<file path="src/rtl/mem_access_stage.sv">
// ============================================================================
//  mem_access_stage : MIPS MEM stage - branch resolve, req/ack data memory FSM,
//                     MEM/WB result registers.   Rev 1.0
// ============================================================================
`default_nettype none

module mem_access_stage #(
  parameter int TIMEOUT_CYCLES = 255
) (
  input  logic        clk,
  input  logic        rst,
  input  logic        in_valid,
  input  logic        mem_read_in,
  input  logic        mem_write_in,
  input  logic [1:0]  mem_size_in,
  input  logic        mem_unsigned_in,
  input  logic        branch_in,
  input  logic        alu_zero_in,
  input  logic [31:0] pc_branch_in,
  input  logic [31:0] alu_result_in,
  input  logic [31:0] read_data2_in,
  input  logic [4:0]  reg_dest_in,
  input  logic        reg_write_in,
  input  logic        mem_to_reg_in,
  output logic        dmem_req,
  output logic        dmem_we,
  output logic [31:0] dmem_addr,
  output logic [31:0] dmem_wdata,
  output logic [3:0]  dmem_be,
  input  logic [31:0] dmem_rdata,
  input  logic        dmem_ack,
  output logic        stall,
  output logic        pc_src,
  output logic [31:0] pc_branch_out,
  output logic        wb_valid,
  output logic        wb_reg_write,
  output logic        wb_mem_to_reg,
  output logic [4:0]  wb_reg_dest,
  output logic [31:0] wb_alu_result,
  output logic [31:0] wb_load_data,
  output logic        misalign_exc,
  output logic        bus_err
);

  typedef enum logic [0:0] {
    S_IDLE = 1'b0,
    S_WAIT = 1'b1
  } state_t;

  localparam logic [7:0] c_TMO_LAST = 8'(TIMEOUT_CYCLES - 1);

  state_t      r_state;
  state_t      w_state_nxt;
  logic [7:0]  r_timer;
  logic        w_memop;
  logic        w_aligned;
  logic        w_timeout;
  logic [3:0]  w_be;
  logic [31:0] w_wdata;
  logic [7:0]  w_byte;
  logic [15:0] w_half;
  logic [31:0] w_load_data;

  assign w_memop       = in_valid & (mem_read_in | mem_write_in);
  assign w_timeout     = (r_timer == c_TMO_LAST);
  assign pc_src        = in_valid & branch_in & alu_zero_in & ~stall;
  assign pc_branch_out = pc_branch_in;

  always_comb begin
    w_aligned = 1'b1;
    w_be      = 4'hF;
    w_wdata   = read_data2_in;
    case (mem_size_in)
      2'd0: begin
        w_be    = 4'b0001 << alu_result_in[1:0];
        w_wdata = {4{read_data2_in[7:0]}};
      end
      2'd1: begin
        w_aligned = ~alu_result_in[0];
        w_be      = alu_result_in[1] ? 4'b1100 : 4'b0011;
        w_wdata   = {2{read_data2_in[15:0]}};
      end
      default: w_aligned = (alu_result_in[1:0] == 2'b00);
    endcase
  end

  always_comb begin
    w_byte = dmem_rdata[7:0];
    case (alu_result_in[1:0])
      2'd0:    w_byte = dmem_rdata[7:0];
      2'd1:    w_byte = dmem_rdata[15:8];
      2'd2:    w_byte = dmem_rdata[23:16];
      default: w_byte = dmem_rdata[31:24];
    endcase
    w_half = alu_result_in[1] ? dmem_rdata[31:16] : dmem_rdata[15:0];
    case (mem_size_in)
      2'd0:    w_load_data = {{24{w_byte[7] & ~mem_unsigned_in}}, w_byte};
      2'd1:    w_load_data = {{16{w_half[15] & ~mem_unsigned_in}}, w_half};
      default: w_load_data = dmem_rdata;
    endcase
    if (!mem_read_in) w_load_data = 32'h0;
  end

  // A timed-out access releases the stall so the aborted instruction retires.
  always_comb begin
    w_state_nxt = r_state;
    stall       = 1'b0;
    case (r_state)
      S_IDLE: begin
        if (w_memop && w_aligned) begin
          stall       = 1'b1;
          w_state_nxt = S_WAIT;
        end
      end
      S_WAIT: begin
        if (dmem_ack || w_timeout) w_state_nxt = S_IDLE;
        else                       stall       = 1'b1;
      end
      default: w_state_nxt = S_IDLE;
    endcase
  end

  always_ff @(posedge clk) begin
    if (rst) r_state <= S_IDLE;
    else     r_state <= w_state_nxt;
  end

  always_ff @(posedge clk) begin
    if (rst) begin
      r_timer       <= 8'h0;
      dmem_req      <= 1'b0;
      dmem_we       <= 1'b0;
      dmem_addr     <= 32'h0;
      dmem_wdata    <= 32'h0;
      dmem_be       <= 4'h0;
      wb_valid      <= 1'b0;
      wb_reg_write  <= 1'b0;
      wb_mem_to_reg <= 1'b0;
      wb_reg_dest   <= 5'h0;
      wb_alu_result <= 32'h0;
      wb_load_data  <= 32'h0;
      misalign_exc  <= 1'b0;
      bus_err       <= 1'b0;
    end else begin
      misalign_exc <= 1'b0;
      bus_err      <= 1'b0;
      case (r_state)
        S_IDLE: begin
          r_timer <= 8'h0;
          if (w_memop && w_aligned) begin
            dmem_req   <= 1'b1;
            dmem_we    <= mem_write_in;
            dmem_addr  <= {alu_result_in[31:2], 2'b00};
            dmem_wdata <= w_wdata;
            dmem_be    <= w_be;
            wb_valid   <= 1'b0;
          end else begin
            wb_valid      <= in_valid;
            wb_reg_write  <= reg_write_in & in_valid & ~w_memop;
            wb_mem_to_reg <= mem_to_reg_in;
            wb_reg_dest   <= reg_dest_in;
            wb_alu_result <= alu_result_in;
            wb_load_data  <= 32'h0;
            misalign_exc  <= w_memop;
          end
        end
        S_WAIT: begin
          if (dmem_ack || w_timeout) begin
            dmem_req      <= 1'b0;
            wb_valid      <= 1'b1;
            wb_reg_write  <= dmem_ack & reg_write_in & in_valid;
            wb_mem_to_reg <= mem_to_reg_in;
            wb_reg_dest   <= reg_dest_in;
            wb_alu_result <= alu_result_in;
            wb_load_data  <= dmem_ack ? w_load_data : 32'h0;
            bus_err       <= ~dmem_ack;
          end else begin
            r_timer  <= r_timer + 8'h1;
            wb_valid <= 1'b0;
          end
        end
        default: ;
      endcase
    end
  end

endmodule

`default_nettype wire

</file>
<file path="config.mk">
export PLATFORM = sky130hd
export DESIGN_NAME = mem_access_stage
export DESIGN_NICKNAME = d
export VERILOG_FILES = /design/src/rtl/mem_access_stage.sv
export SDC_FILE = /design/constraint.sdc
export NUM_CORES = 1
export LEC_CHECK = 0
export ABC_AREA = 1
export CAP_MARGIN = 15
export CORE_MARGIN = 4
export CORE_UTILIZATION = 41
export CTS_CLUSTER_SIZE = 16
export DETAILED_ROUTE_END_ITERATION = 16
export PLACE_DENSITY = 0.92
export SYNTH_ARGS = -nofsm -noshare
export SYNTH_HDL_FRONTEND = slang
export SYNTH_SLANG_ARGS = --single-unit
</file>
<file path="constraint.sdc">
create_clock -name clk -period 1.95 [get_ports clk]
set_clock_uncertainty 0.15 [all_clocks]
set_input_delay 0.195 -clock clk [delete_from_list [all_inputs] [get_ports clk]]
set_output_delay 0.195 -clock clk [all_outputs]
set_load 0.01 [all_outputs]
</file>
### Word-level counts from Yosys, hierarchy flattened

Cells that the tools add are included.
Widths: inputs -> output; s select.

* register bits: 151
* bits in latches: 0
* RAM bits: 0
* memory bits (read-only): 0
* memories kept: 0

* add/subtract/negate cells: 1
* multiply operators: 0
* div/mod/pow operators: 0
* $lt $le $gt $ge: 0
* eq/ne operators: 8
* shift operators: 1
* multiplexer cells: 35
* bitwise logic cells: 18
* reduce and logical (&&, ||, !) cells: 9

Operators by type and width (count)
* $pmux 32 s2: 4
* $mux 32: 6
* $pmux 8 s3: 1
* $mux 16: 1
* $pmux 8 s2: 1
* $pmux 1 s2: 6
* $and 1x1->1: 10
* $mux 1: 10
* $mux 5: 2
* $pmux 5 s2: 1
* $add 8x1->8 const B: 1
* $eq 8x8->1 const B: 1
* $mux 8: 1
* $pmux 4 s2: 1
* $not 1->1: 7
* $ne 2x2->1 const B: 3
* $reduce_and 2->1: 3
* $reduce_or 3->1: 2
* $eq 2x1->1 const B: 2
* $logic_not 2->1: 2
* $mux 4: 1
* $shl 1x2->4 const A: 1
* $eq 2x2->1 const B: 1
* $ne 2x1->1 const B: 1
* 3 further kinds: 3

### Longest topological paths before layout

* depth after elaboration: 8
* mapped depth: 12
* mapped depth without buffers: 11

### Worst setup path after synthesis

OpenSTA, ideal clock, no wires.

* kind: register -> output
* from: register r_timer[0]
* to: output pc_src
* arrival: 1.551 ns
* required time: 1.605 ns
* setup slack: 0.054 ns
* stages on the path, launching flop included: 13
* buffers on the path: 2
* cell sequence: dfxtp_1 -> inv_1 -> ha_1 -> inv_1 -> nor2_1 -> nand2_2 -> nand2_2 -> nand2_2 -> nand2_4 -> buf_6 -> buf_8 -> inv_2 -> nor2_1

* longest elaborated chain between the ends: 6

RTL lines
* from (decl): line 54 `logic [7:0] r_timer;`
* from (signal assigned): line 178 `r_timer <= r_timer + 8'h1;`
* $eq 8x8->1: line 65 `assign w_timeout = (r_timer == c_TMO_LAST);`
* $logic_or 1x1->1: line 116 `if (dmem_ack || w_timeout) w_state_nxt = S_IDLE;`
* $mux 1: line 116
* $pmux 1 s2: line 108 `case (r_state)`
* net stall: line 32 `output logic stall,`
* $not 1->1: line 66 `assign pc_src = in_valid & branch_in & alu_zero_in & ~stall;`
* $and 1x1->1: line 66
* to (decl): line 33 `output logic pc_src,`

The timed path passes the listed nets, and every way through them passes these cells.

### Worst setup path after layout

* from: register r_timer[0]
* to: output pc_src

* longest elaborated chain between the ends: 6

RTL lines (line)
* $eq 8x8->1: 65
* $logic_or 1x1->1: 116
* $mux 1: 116
* $pmux 1 s2: 108
* $not 1->1: 66
* $and 1x1->1: 66

No other way between the ends.

==> impl_metrics.tcl <==
set metrics [dict create \
    critPathMaxStageDelay_ps 320 \
    setup_violations 1 \
    routed_via_density 4.901 \
    core_region_area_um2 16120 \
    drv_cap 0 \
    syn_to_final_growth_pct 51.26 \
    grt_usage_pct 23.53 \
    start_util_pct 42.41 \
    via_count 7342 \
    syn-instance-count 1024 \
    grt.overflow.total 0 \
    fin_ws_ps -43.06 \
    final-max-slew-violation-count 0 \
    grt_pass1_vias 7112 \
    power.total_mw 8.428 \
    top_regs "dmem_wdata (32), wb_alu_result (32), wb_load_data (32)" \
    period_needed_ps 1993 \
    finish.utilization_pct 64.15 \
    dpl_cell_area_um2 9643 \
    routabilityCongestion 0.9674 \
    cts_htree_levels 4 \
    wirelength_mm 22.94 \
    rows 46 \
    antenna_found_initial 0 \
    port_buffers 257 \
    cts.path.max_buffers 2 \
    cts_tree "built" \
    die_w_um 137.1 \
    hpwl_mm 17.17 \
    rrSetupSlack_ps 40 \
    drive_gt1_share_pct 9.516 \
    worst_ep_required_time_ps 1600 \
    period_share_pct 102.2 \
    clk_latency_ps 420 \
    synth_cell_type_count 31 \
    synth-seq-area-share_pct 44.23 \
    power_leakage_nw 4.668 \
    ys_seq_elements 151 \
    whs_ps 231.7 \
    cp-start-kind "register" \
    arrival_ps 1650 \
    firstDrtPassIters 5 \
    drt_iter0_markers 363 \
    worstPathMaxFanout 2 \
    hold_buffers 0 \
    status "finished, violations left" \
    antenna_cells 0 \
    powerDensity_nw_per_um2 815.3 \
    path_clk_slew_ps 70 \
    drc 0 \
    fill_cells 1343 \
    worstPathCellList "inv_2, ha_4, inv_2, nor2_4, nand2_2, nand2_4, nand2_4, nand2_4, inv_2, nor2_1, buf_2" \
    final_nets 1417 \
    ir_drop_mv 0.6162 \
    critPathKind "reg2out" \
    hold_viol 0 \
    ys_warn_count 0 \
    cp-end-kind "primary output" \
    design_area_um2 10340 \
    die_h_um 137.1 \
    grt_max_degree 57 \
    syn_area_per_cell_um2 6.674 \
    synthesis.area_um2 6834 \
    rsz0062_at_grt "true" \
    setup_tns_ps -43.06 \
    grt_pass1_wl_mm 34.98 \
    ioPinCount 324 \
    wl_per_cell_um 15.32 \
    crit_slowest_cell "dfxtp_2" \
    dieArea_um2 18800 \
    ant_nets 0 \
    fmax_ghz 0.5017 \
    min-delay-path-class "in2reg" \
    root_buffer "clkbuf_16" \
    cts_sinks 151 \
    violations "negative setup slack" \
    cts-buffers-inserted 17 \
]
==> routing by layer <==
| layer | part of all wire [%] | GRT usage, % |
|---|---|---|
| met1 | 37 | 25.43 |
| met3 | 11 | 8.860 |
| met5 | 0 | 0 |
| met2 | 47 | 39.73 |
| met4 | 4.9 | 12.75 |
==> path summary, 6_finish.rpt <==
kind / end / start / cells after the start
min reg2reg: wb_load_data[3]$_SDFFE_PP0N_ / wb_load_data[3]$_SDFFE_PP0N_ / 2
max: pc_src / r_timer[0]$_SDFFE_PP0P_ / 11
min: wb_reg_dest[1]$_SDFFE_PP0N_ / reg_dest_in[1] / 5
max reg2reg: wb_alu_result[25]$_SDFFE_PP0N_ / r_timer[0]$_SDFFE_PP0P_ / 13
==> cell families (layout without fill, tap and decap cells) <==
family                     after synthesis  after routing  synth area share (%)
and+or+nand+nor                        591            591                 34.71
buffers and inverters                  169            426                 12.01
DFF                                    151            151                 44.23
AOI/OAI and AO/OA                      109            109                 8.495
adders and majority gates                2              2                0.3661
other                                    1              2               0.05487
xor gates and xnor gates                 1              1                0.1282
==> report_power, final <==
group          switching, mW  internal (mW)  leakage (nW)
Combinational          0.832          0.860          3.15
Sequential             0.108           3.29          1.24
Clock                   1.41           1.92         0.282
==> per-stage QoR <==
step                cells  setup slack (ps)
floorplan            1025             53.64
global placement     1460            -322.2
detailed placement   1460            -319.4
CTS                  1495            -60.36
global route         1498            -139.2
finish               1498            -43.06
==> worst max-delay path, delay by kind of cell (launching register included) <==
kind          cells  cell delay [ps]
simple gates      6              520
flops             1              320
fa+ha+maj         1              120
buf+inv           4              280
==> placed cells by master, fill, tap and decap left out, types with 2 or more instances in the layout <==
cell             count
nand2_1            285
clkdlybuf4s50_1    255
nor2_1             224
dfxtp_1            149
o21ai_0             76
inv_1               73
nand3_1             52
buf_4               45
clkbuf_16           17
o211ai_1             9
o21ai_1              9
inv_2                8
or2_2                8
o22ai_1              7
a21oi_1              7
buf_12               7
nor2_4               4
nand4_1              4
clkinv_4             4
nor2_2               3
nand2_4              3
nor3_1               3
inv_6                3
clkinvlp_4           3
nand2_2              2
nand3_2              2
conb_1               2
bufinv_16            2
inv_8                2
buf_16               2
buf_2                2
dfxtp_2              2
==> cell type report <==
class,instances,area (um2),share of cell area [%]
repair buffers,312,3107,30.05
well taps,216,270.3,2.614
clock inverters,14,166.4,1.610
multi-input cells,705,3032,29.33
inverters,82,307.8,2.977
clock buffers,18,429.2,4.152
flip-flops and latches,151,3025,29.27
==> repair_timing <==
action                     in CTS  in global routing
gates cloned                    1                  0
setup endpoints to repair      38                 73
resized for setup              11                 10
setup buffers                   2                  3
pin swaps                       3                  6
==> synth_stat cells, drive strengths merged <==
| master | number | share of area, % |
|---|---|---|
| buf | 64 | 6.2 |
| ha | 2 | 0.37 |
| dfxtp | 151 | 44 |
| and3 | 1 | 0.092 |
| a21oi | 8 | 0.64 |
| clkbuf | 23 | 1.3 |
| o211ai | 9 | 0.99 |
| nor2 | 231 | 13 |
| nor3 | 3 | 0.22 |
| or2 | 8 | 0.73 |
| xor2 | 1 | 0.13 |
| o22ai | 7 | 0.64 |
| nand2 | 290 | 16 |
| inv | 80 | 4.4 |
| clkinv | 2 | 0.11 |
| nand4 | 4 | 0.37 |
| o21ai | 85 | 6.2 |
| nand3 | 54 | 4.1 |
| conb | 1 | 0.055 |
Power figures use the tool's default switching activity.
